### src/rtl/rtc_pkg.sv
// rtl/rtc_pkg.sv - shared FSM encoding, default field limits and BCD helpers
package rtc_pkg;

    typedef logic [1:0] state_t;

    localparam state_t ST_IDLE   = 2'd0;
    localparam state_t ST_LOAD   = 2'd1;
    localparam state_t ST_EDIT   = 2'd2;
    localparam state_t ST_COMMIT = 2'd3;

    // field 0 (day) sits in the LSBs
    localparam logic [47:0] DEF_FIELD_MIN = {8'h00, 8'h00, 8'h00, 8'h00, 8'h01, 8'h01};
    localparam logic [47:0] DEF_FIELD_MAX = {8'h59, 8'h59, 8'h23, 8'h99, 8'h12, 8'h31};

    function automatic logic bcd_valid(input logic [7:0] v);
        return (v[7:4] <= 4'd9) && (v[3:0] <= 4'd9);
    endfunction

    // out-of-range or malformed values snap to lo
    function automatic logic [7:0] bcd_inc(input logic [7:0] v, input logic [7:0] lo,
                                           input logic [7:0] hi);
        if (!bcd_valid(v) || v < lo || v >= hi)
            return lo;
        if (v[3:0] == 4'd9)
            return v + 8'h07;
        return v + 8'h01;
    endfunction

    // out-of-range or malformed values snap to hi
    function automatic logic [7:0] bcd_dec(input logic [7:0] v, input logic [7:0] lo,
                                           input logic [7:0] hi);
        if (!bcd_valid(v) || v <= lo || v > hi)
            return hi;
        if (v[3:0] == 4'd0)
            return v - 8'h07;
        return v - 8'h01;
    endfunction

    // 20xx years only, so divisibility by 4 decides
    function automatic logic leap_bcd(input logic [7:0] y);
        if (!y[4])
            return (y[3:0] == 4'd0) || (y[3:0] == 4'd4) || (y[3:0] == 4'd8);
        return (y[3:0] == 4'd2) || (y[3:0] == 4'd6);
    endfunction

    function automatic logic [7:0] days_in_month(input logic [7:0] m, input logic [7:0] y);
        logic [7:0] d;
        case (m)
            8'h04, 8'h06, 8'h09, 8'h11: d = 8'h30;
            8'h02:                      d = leap_bcd(y) ? 8'h29 : 8'h28;
            default:                    d = 8'h31;
        endcase
        return d;
    endfunction

endpackage

### src/rtl/btn_repeat.sv
// rtl/btn_repeat.sv - up/down edge detect with hold-to-repeat step generation
module btn_repeat #(
    parameter int HOLD_CYCLES   = 500,
    parameter int REPEAT_CYCLES = 100
) (
    input  logic clk,
    input  logic reset,
    input  logic clear,
    input  logic btn_up,
    input  logic btn_down,
    output logic step_up,
    output logic step_down
);

    localparam int MAXC = (HOLD_CYCLES > REPEAT_CYCLES) ? HOLD_CYCLES : REPEAT_CYCLES;
    localparam int CNTW = $clog2(MAXC + 1);

    logic            up_q;
    logic            down_q;
    logic [1:0]      act_q;
    logic            rep_q;
    logic [CNTW-1:0] cnt;

    logic [1:0]      act;
    logic            clr;
    logic            hit;
    logic [CNTW-1:0] target;

    // up dominates; down only counts as active while up is released
    assign act    = {btn_up, btn_down & ~btn_up};
    assign clr    = clear | (act == 2'b00) | (act != act_q);
    assign target = rep_q ? CNTW'(REPEAT_CYCLES) : CNTW'(HOLD_CYCLES);
    assign hit    = ~clr & (cnt == target);

    assign step_up   = act[1] & ((btn_up & ~up_q) | hit);
    assign step_down = act[0] & ((btn_down & ~down_q) | hit);

    always_ff @(posedge clk or posedge reset) begin
        if (reset) begin
            up_q   <= 1'b0;
            down_q <= 1'b0;
            act_q  <= 2'b00;
            rep_q  <= 1'b0;
            cnt    <= '0;
        end else begin
            up_q   <= btn_up;
            down_q <= btn_down;
            act_q  <= act;
            if (clr) begin
                cnt   <= '0;
                rep_q <= 1'b0;
            end else if (hit) begin
                cnt   <= CNTW'(1);
                rep_q <= 1'b1;
            end else begin
                cnt <= cnt + 1'b1;
            end
        end
    end

endmodule

### src/rtl/bcd_field_editor.sv
// rtl/bcd_field_editor.sv - button-driven editor for packed two-digit BCD fields
module bcd_field_editor
    import rtc_pkg::*;
#(
    parameter int                   NFIELDS       = 6,
    parameter logic [8*NFIELDS-1:0] FIELD_MIN     = DEF_FIELD_MIN,
    parameter logic [8*NFIELDS-1:0] FIELD_MAX     = DEF_FIELD_MAX,
    parameter int                   HOLD_CYCLES   = 500,
    parameter int                   REPEAT_CYCLES = 100,
    parameter bit                   DATE_AWARE    = 1'b1,
    parameter int                   DAY_IDX       = 0,
    parameter int                   MON_IDX       = 1,
    parameter int                   YEAR_IDX      = 2
) (
    input  logic                       clk,
    input  logic                       reset,
    input  logic                       btn_enter,
    input  logic                       btn_exit,
    input  logic                       btn_right,
    input  logic                       btn_left,
    input  logic                       btn_up,
    input  logic                       btn_down,
    input  logic [8*NFIELDS-1:0]       live_values,
    output logic [8*NFIELDS-1:0]       edit_values,
    output logic [$clog2(NFIELDS)-1:0] cursor,
    output logic                       editing,
    output logic                       commit
);

    localparam int            CW      = $clog2(NFIELDS);
    localparam logic [CW-1:0] LAST    = CW'(NFIELDS - 1);
    localparam logic [CW-1:0] DAY_SEL = CW'(DAY_IDX);

    state_t state;
    logic   enter_q, exit_q, right_q, left_q;
    logic   enter_rise, exit_rise, right_rise, left_rise;
    logic   move, rep_clear, step_up, step_down;

    logic [7:0] cur_val, cur_min, cur_max, day_val, day_max;

    assign enter_rise = btn_enter & ~enter_q;
    assign exit_rise  = btn_exit & ~exit_q;
    assign right_rise = btn_right & ~right_q;
    assign left_rise  = btn_left & ~left_q;

    assign move      = (state == ST_EDIT) & ~exit_rise & (right_rise | left_rise);
    assign rep_clear = (state != ST_EDIT) | move;

    assign cur_val = edit_values[8*cursor +: 8];
    assign cur_min = FIELD_MIN[8*cursor +: 8];
    assign day_val = edit_values[8*DAY_IDX +: 8];
    assign day_max = days_in_month(edit_values[8*MON_IDX +: 8], edit_values[8*YEAR_IDX +: 8]);
    assign cur_max = (DATE_AWARE && cursor == DAY_SEL) ? day_max : FIELD_MAX[8*cursor +: 8];

    assign editing = (state != ST_IDLE);
    assign commit  = (state == ST_COMMIT);

    btn_repeat #(
        .HOLD_CYCLES   (HOLD_CYCLES),
        .REPEAT_CYCLES (REPEAT_CYCLES)
    ) u_btn_repeat (
        .clk       (clk),
        .reset     (reset),
        .clear     (rep_clear),
        .btn_up    (btn_up),
        .btn_down  (btn_down),
        .step_up   (step_up),
        .step_down (step_down)
    );

    always_ff @(posedge clk or posedge reset) begin
        if (reset) begin
            state       <= ST_IDLE;
            edit_values <= FIELD_MIN;
            cursor      <= '0;
            enter_q     <= 1'b0;
            exit_q      <= 1'b0;
            right_q     <= 1'b0;
            left_q      <= 1'b0;
        end else begin
            enter_q <= btn_enter;
            exit_q  <= btn_exit;
            right_q <= btn_right;
            left_q  <= btn_left;
            case (state)
                ST_IDLE: begin
                    if (enter_rise)
                        state <= ST_LOAD;
                end
                ST_LOAD: begin
                    edit_values <= live_values;
                    cursor      <= '0;
                    state       <= ST_EDIT;
                end
                ST_EDIT: begin
                    if (exit_rise) begin
                        // clamp on the way in so the commit cycle already shows the final day
                        if (DATE_AWARE && day_val > day_max)
                            edit_values[8*DAY_IDX +: 8] <= day_max;
                        state <= ST_COMMIT;
                    end else if (right_rise) begin
                        cursor <= (cursor == LAST) ? '0 : cursor + 1'b1;
                    end else if (left_rise) begin
                        cursor <= (cursor == '0) ? LAST : cursor - 1'b1;
                    end else if (step_up) begin
                        edit_values[8*cursor +: 8] <= bcd_inc(cur_val, cur_min, cur_max);
                    end else if (step_down) begin
                        edit_values[8*cursor +: 8] <= bcd_dec(cur_val, cur_min, cur_max);
                    end
                end
                ST_COMMIT: begin
                    state <= ST_IDLE;
                end
                default: begin
                    state <= ST_IDLE;
                end
            endcase
        end
    end

endmodule

### config.mk
export PLATFORM = sky130hd
export DESIGN_NAME = bcd_field_editor
export DESIGN_NICKNAME = d
export VERILOG_FILES = /design/src/rtl/rtc_pkg.sv /design/src/rtl/btn_repeat.sv /design/src/rtl/bcd_field_editor.sv
export SDC_FILE = /design/constraint.sdc
export NUM_CORES = 1
export LEC_CHECK = 0
export ABC_AREA = 1
export BUFFER_PORTS_ARGS = -buffer_cell sky130_fd_sc_hd__buf_2
export CAP_MARGIN = 20
export CORE_UTILIZATION = 55
export CTS_CLUSTER_SIZE = 16
export DETAILED_ROUTE_END_ITERATION = 10
export PLACE_DENSITY = 0.76
export SYNTH_ARGS = -nofsm -noshare
export SYNTH_HDL_FRONTEND = slang
export SYNTH_SLANG_ARGS = --single-unit
### constraint.sdc
create_clock -name clk -period 4.4 [get_ports clk]
set_input_delay 0.88 -clock clk [delete_from_list [all_inputs] [get_ports clk]]
set_output_delay 0.88 -clock clk [all_outputs]
set_load 0.005 [all_outputs]
==> flow_summary.ini <==
[floorplan]
dieArea_sq_um = 10700
die_x_um = 104
core_sq_um = 9860
die_y_um = 104
io-pin-count = 109
rows = 36
start_util_pct = 57.5

[global_routing]
gr-total-overflow = 0
grt_usage_pct = 37.3
antenna_found_initial = 0
grt_pass1_vias = 5992
grt_start_max_net_pins = 57
grt_first_pass_wirelength_mm = 31.3

[setup_path]
endpoint_kind = register
cp-start-kind = register
rrSetupSlack_ns = 0.40
arrival_ns = 4.30
timing.rr.start = cursor[2]$_DFFE_PP0P_
critPathMaxFanout = 12
rr_worst_depth = 18
worst_ep_required_time_ns = 4.71
reg2reg_to = edit_values[43]$_DFFE_PP0P_
crit_type = reg -> reg

[sta]
slew_viol_final = 0
fmax_mhz = 250
setup_viol = 0
layout_min_cycle_time_ns = 4.00
hold_ws_ns = 0.385
tightest_slew_ns = 0.708
finClkSkew_ns = 0.0125
hold_violations = 0
rsz0062_at_grt = false
final.setup.tns_ns = 0
fin_crit_sh_pct = 90.8
maxSlewHeadroom_pct = 52.8

[outcome]
status = finished clean

[synthesis]
syn-mean-instance-area_sq_um = 6.73
yosysWarningCount = 0
synth.ff_latch_count = 70
synthCells = 842
synthesis.area_sq_um = 5670
synth_area_leaders = dfrtp_1 30%, nand2_1 15%, nand3_1 7.2%
synthDistinctLibCells = 51
ys.flop_type = dfrtp_1
synth_top_cell_area_share_pct = 30.0
post-synth-top-count-cell = nand2_1
ys_seq_area_share_pct = 30.9
synth_top_area_cell = dfrtp_1
synthArstFlopShare_pct = 100
syn-num-nets = 929
yosys-top-cells-count = 224 x nand2_1, 107 x inv_1, 84 x nor2_1
synth-edff-count = 0

[place]
dp_hpwl_mm = 15.2
gp_congestion = 1.00
numPortBuffers = 108
place_area_sq_um = 6340

[clock_tree]
clock-sinks = 70
cts.path.max_buffers = 2
clk_latency_ns = 0.37
htree_num_levels = 3
cts_made_buffers = 9
clk_pin_slew_ns = 0.08
clockRootBuffer = clkbuf_8
postCtsSetupBuffers = 0
cts_tree = done

[detailed_routing]
drtPass1Iterations = 6
drcViolationCount = 0
ant_nets = 0
wl_per_cell_um = 17.8
drt-total-wl_mm = 19.4
drt_iter0_drc = 568
num_vias = 6326
viasPerCell = 5.82

[finish]
nNetsFinal = 1036
design_area_sq_um = 6590
final_util_pct = 66.8
nFillCells = 867
syn_to_final_growth_pct = 16.3
drive_gt1_share_pct = 19.1
antenna_cells = 0

[pwr]
p_leak_nw = 3.36
ir_drop_uv = 568
finalPower_mw = 6.13
power.density_nw_per_um2 = 931

[hold_path]
hold_class = in -> async

[job]
cap_violations = 0
[report_power, final]
| part | internal, mW | switching [mW] |
|---|---|---|
| Sequential | 0.923 | 0.219 |
| Clock | 0.333 | 0.276 |
| Combinational | 1.43 | 2.95 |
[state kept, by name, summed over array words and instances (netlist names)]
name                 flops
u_btn_repeat.cnt         9
enter_q                  1
cursor                   3
state                    2
right_q                  1
u_btn_repeat.rep_q       1
u_btn_repeat.act_q       2
edit_values             48
left_q                   1
exit_q                   1
u_btn_repeat.down_q      1
[critical path, cell delays in order, from the launching register on]
cell and delay [ns]:
dfrtp_1 0.57, inv_1 0.30, nor2_2 0.39, o211ai_1 0.17, nand3_2 0.18, inv_1 0.17
nor3_2 0.35, ha_1 0.33, a21oi_1 0.17, nand2_1 0.14, xor2_1 0.17, inv_1 0.07
nand2_1 0.05, nand2_1 0.20, nand2_1 0.12, nor2_1 0.15, nand2_1 0.07, nor2_1 0.21
o21a_1 0.13
[cell type report]
class	count	area, sq um	area share [%]
multi-input combinational	629	3360	51.1
sequential	70	1750	26.6
inverter	121	454	6.89
tap	133	166	2.53
clock inverter	6	85.1	1.29
clock buffer	10	138	2.09
timing repair buffer	118	628	9.53
[layer usage]
metal	share of wire [%]	global-route usage [%]
met1	43	50.7
met5	0	0
met4	4.8	19.4
met2	44	57.2
met3	8.4	5.85
[kinds of logic after synthesis]
logic type               synth area share (%)
adder cells (fa/ha/maj)                  6.98
AND/OR/NAND/NOR                          35.7
XOR/XNOR                                 1.39
buffers and inverters                    9.82
AO/OA/AOI/OAI                            15.2
flip-flops                               30.9
[placed cells by master, fill, tap and decap left out, drive strengths merged, types with 3 or more instances in the layout]
master	count
nor3	17
dfrtp	68
o22ai	5
a31oi	4
nand2	232
ha	30
a21boi	10
a22oi	16
o21a	6
or2	3
nand3	84
nor4	3
a2bb2oi	4
xor2	5
clkbuf	10
nand4	19
inv	119
a21oi	51
clkinv	4
xnor2	4
nor2	93
o211ai	6
buf	118
o21ai	23
[worst max-delay path by stage]
| stage | from | to | slack [ns] | cells after the start |
|---|---|---|---|---|
| global route | cursor[2]$_DFFE_PP0P_ | edit_values[43]$_DFFE_PP0P_ | 0.16 | 19 |
| finish | cursor[2]$_DFFE_PP0P_ | edit_values[43]$_DFFE_PP0P_ | 0.40 | 18 |
| floorplan | cursor[0]$_DFFE_PP0P_ | edit_values[11]$_DFFE_PP0P_ | 1.31 | 20 |
| CTS | cursor[2]$_DFFE_PP0P_ | edit_values[43]$_DFFE_PP0P_ | 0.09 | 18 |
| detailed placement | cursor[2]$_DFFE_PP0P_ | edit_values[43]$_DFFE_PP0P_ | 0.12 | 18 |
| global placement | cursor[2]$_DFFE_PP0P_ | edit_values[43]$_DFFE_PP0P_ | 0.17 | 18 |
[metrics by stage]
step | setup slack [ns] | instances
floorplan | 1.31 | 842
global placement | 0.174 | 1070
detailed placement | 0.123 | 1070
CTS | 0.0947 | 1086
global route | 0.155 | 1087
finish | 0.403 | 1087
[repair_timing]
action                     in CTS  in global routing
gates resized for setup         0                  2
setup endpoints to repair       0                 13
hold buffers                    0                  0
Note: power is estimated with default switching activity, not from simulation.
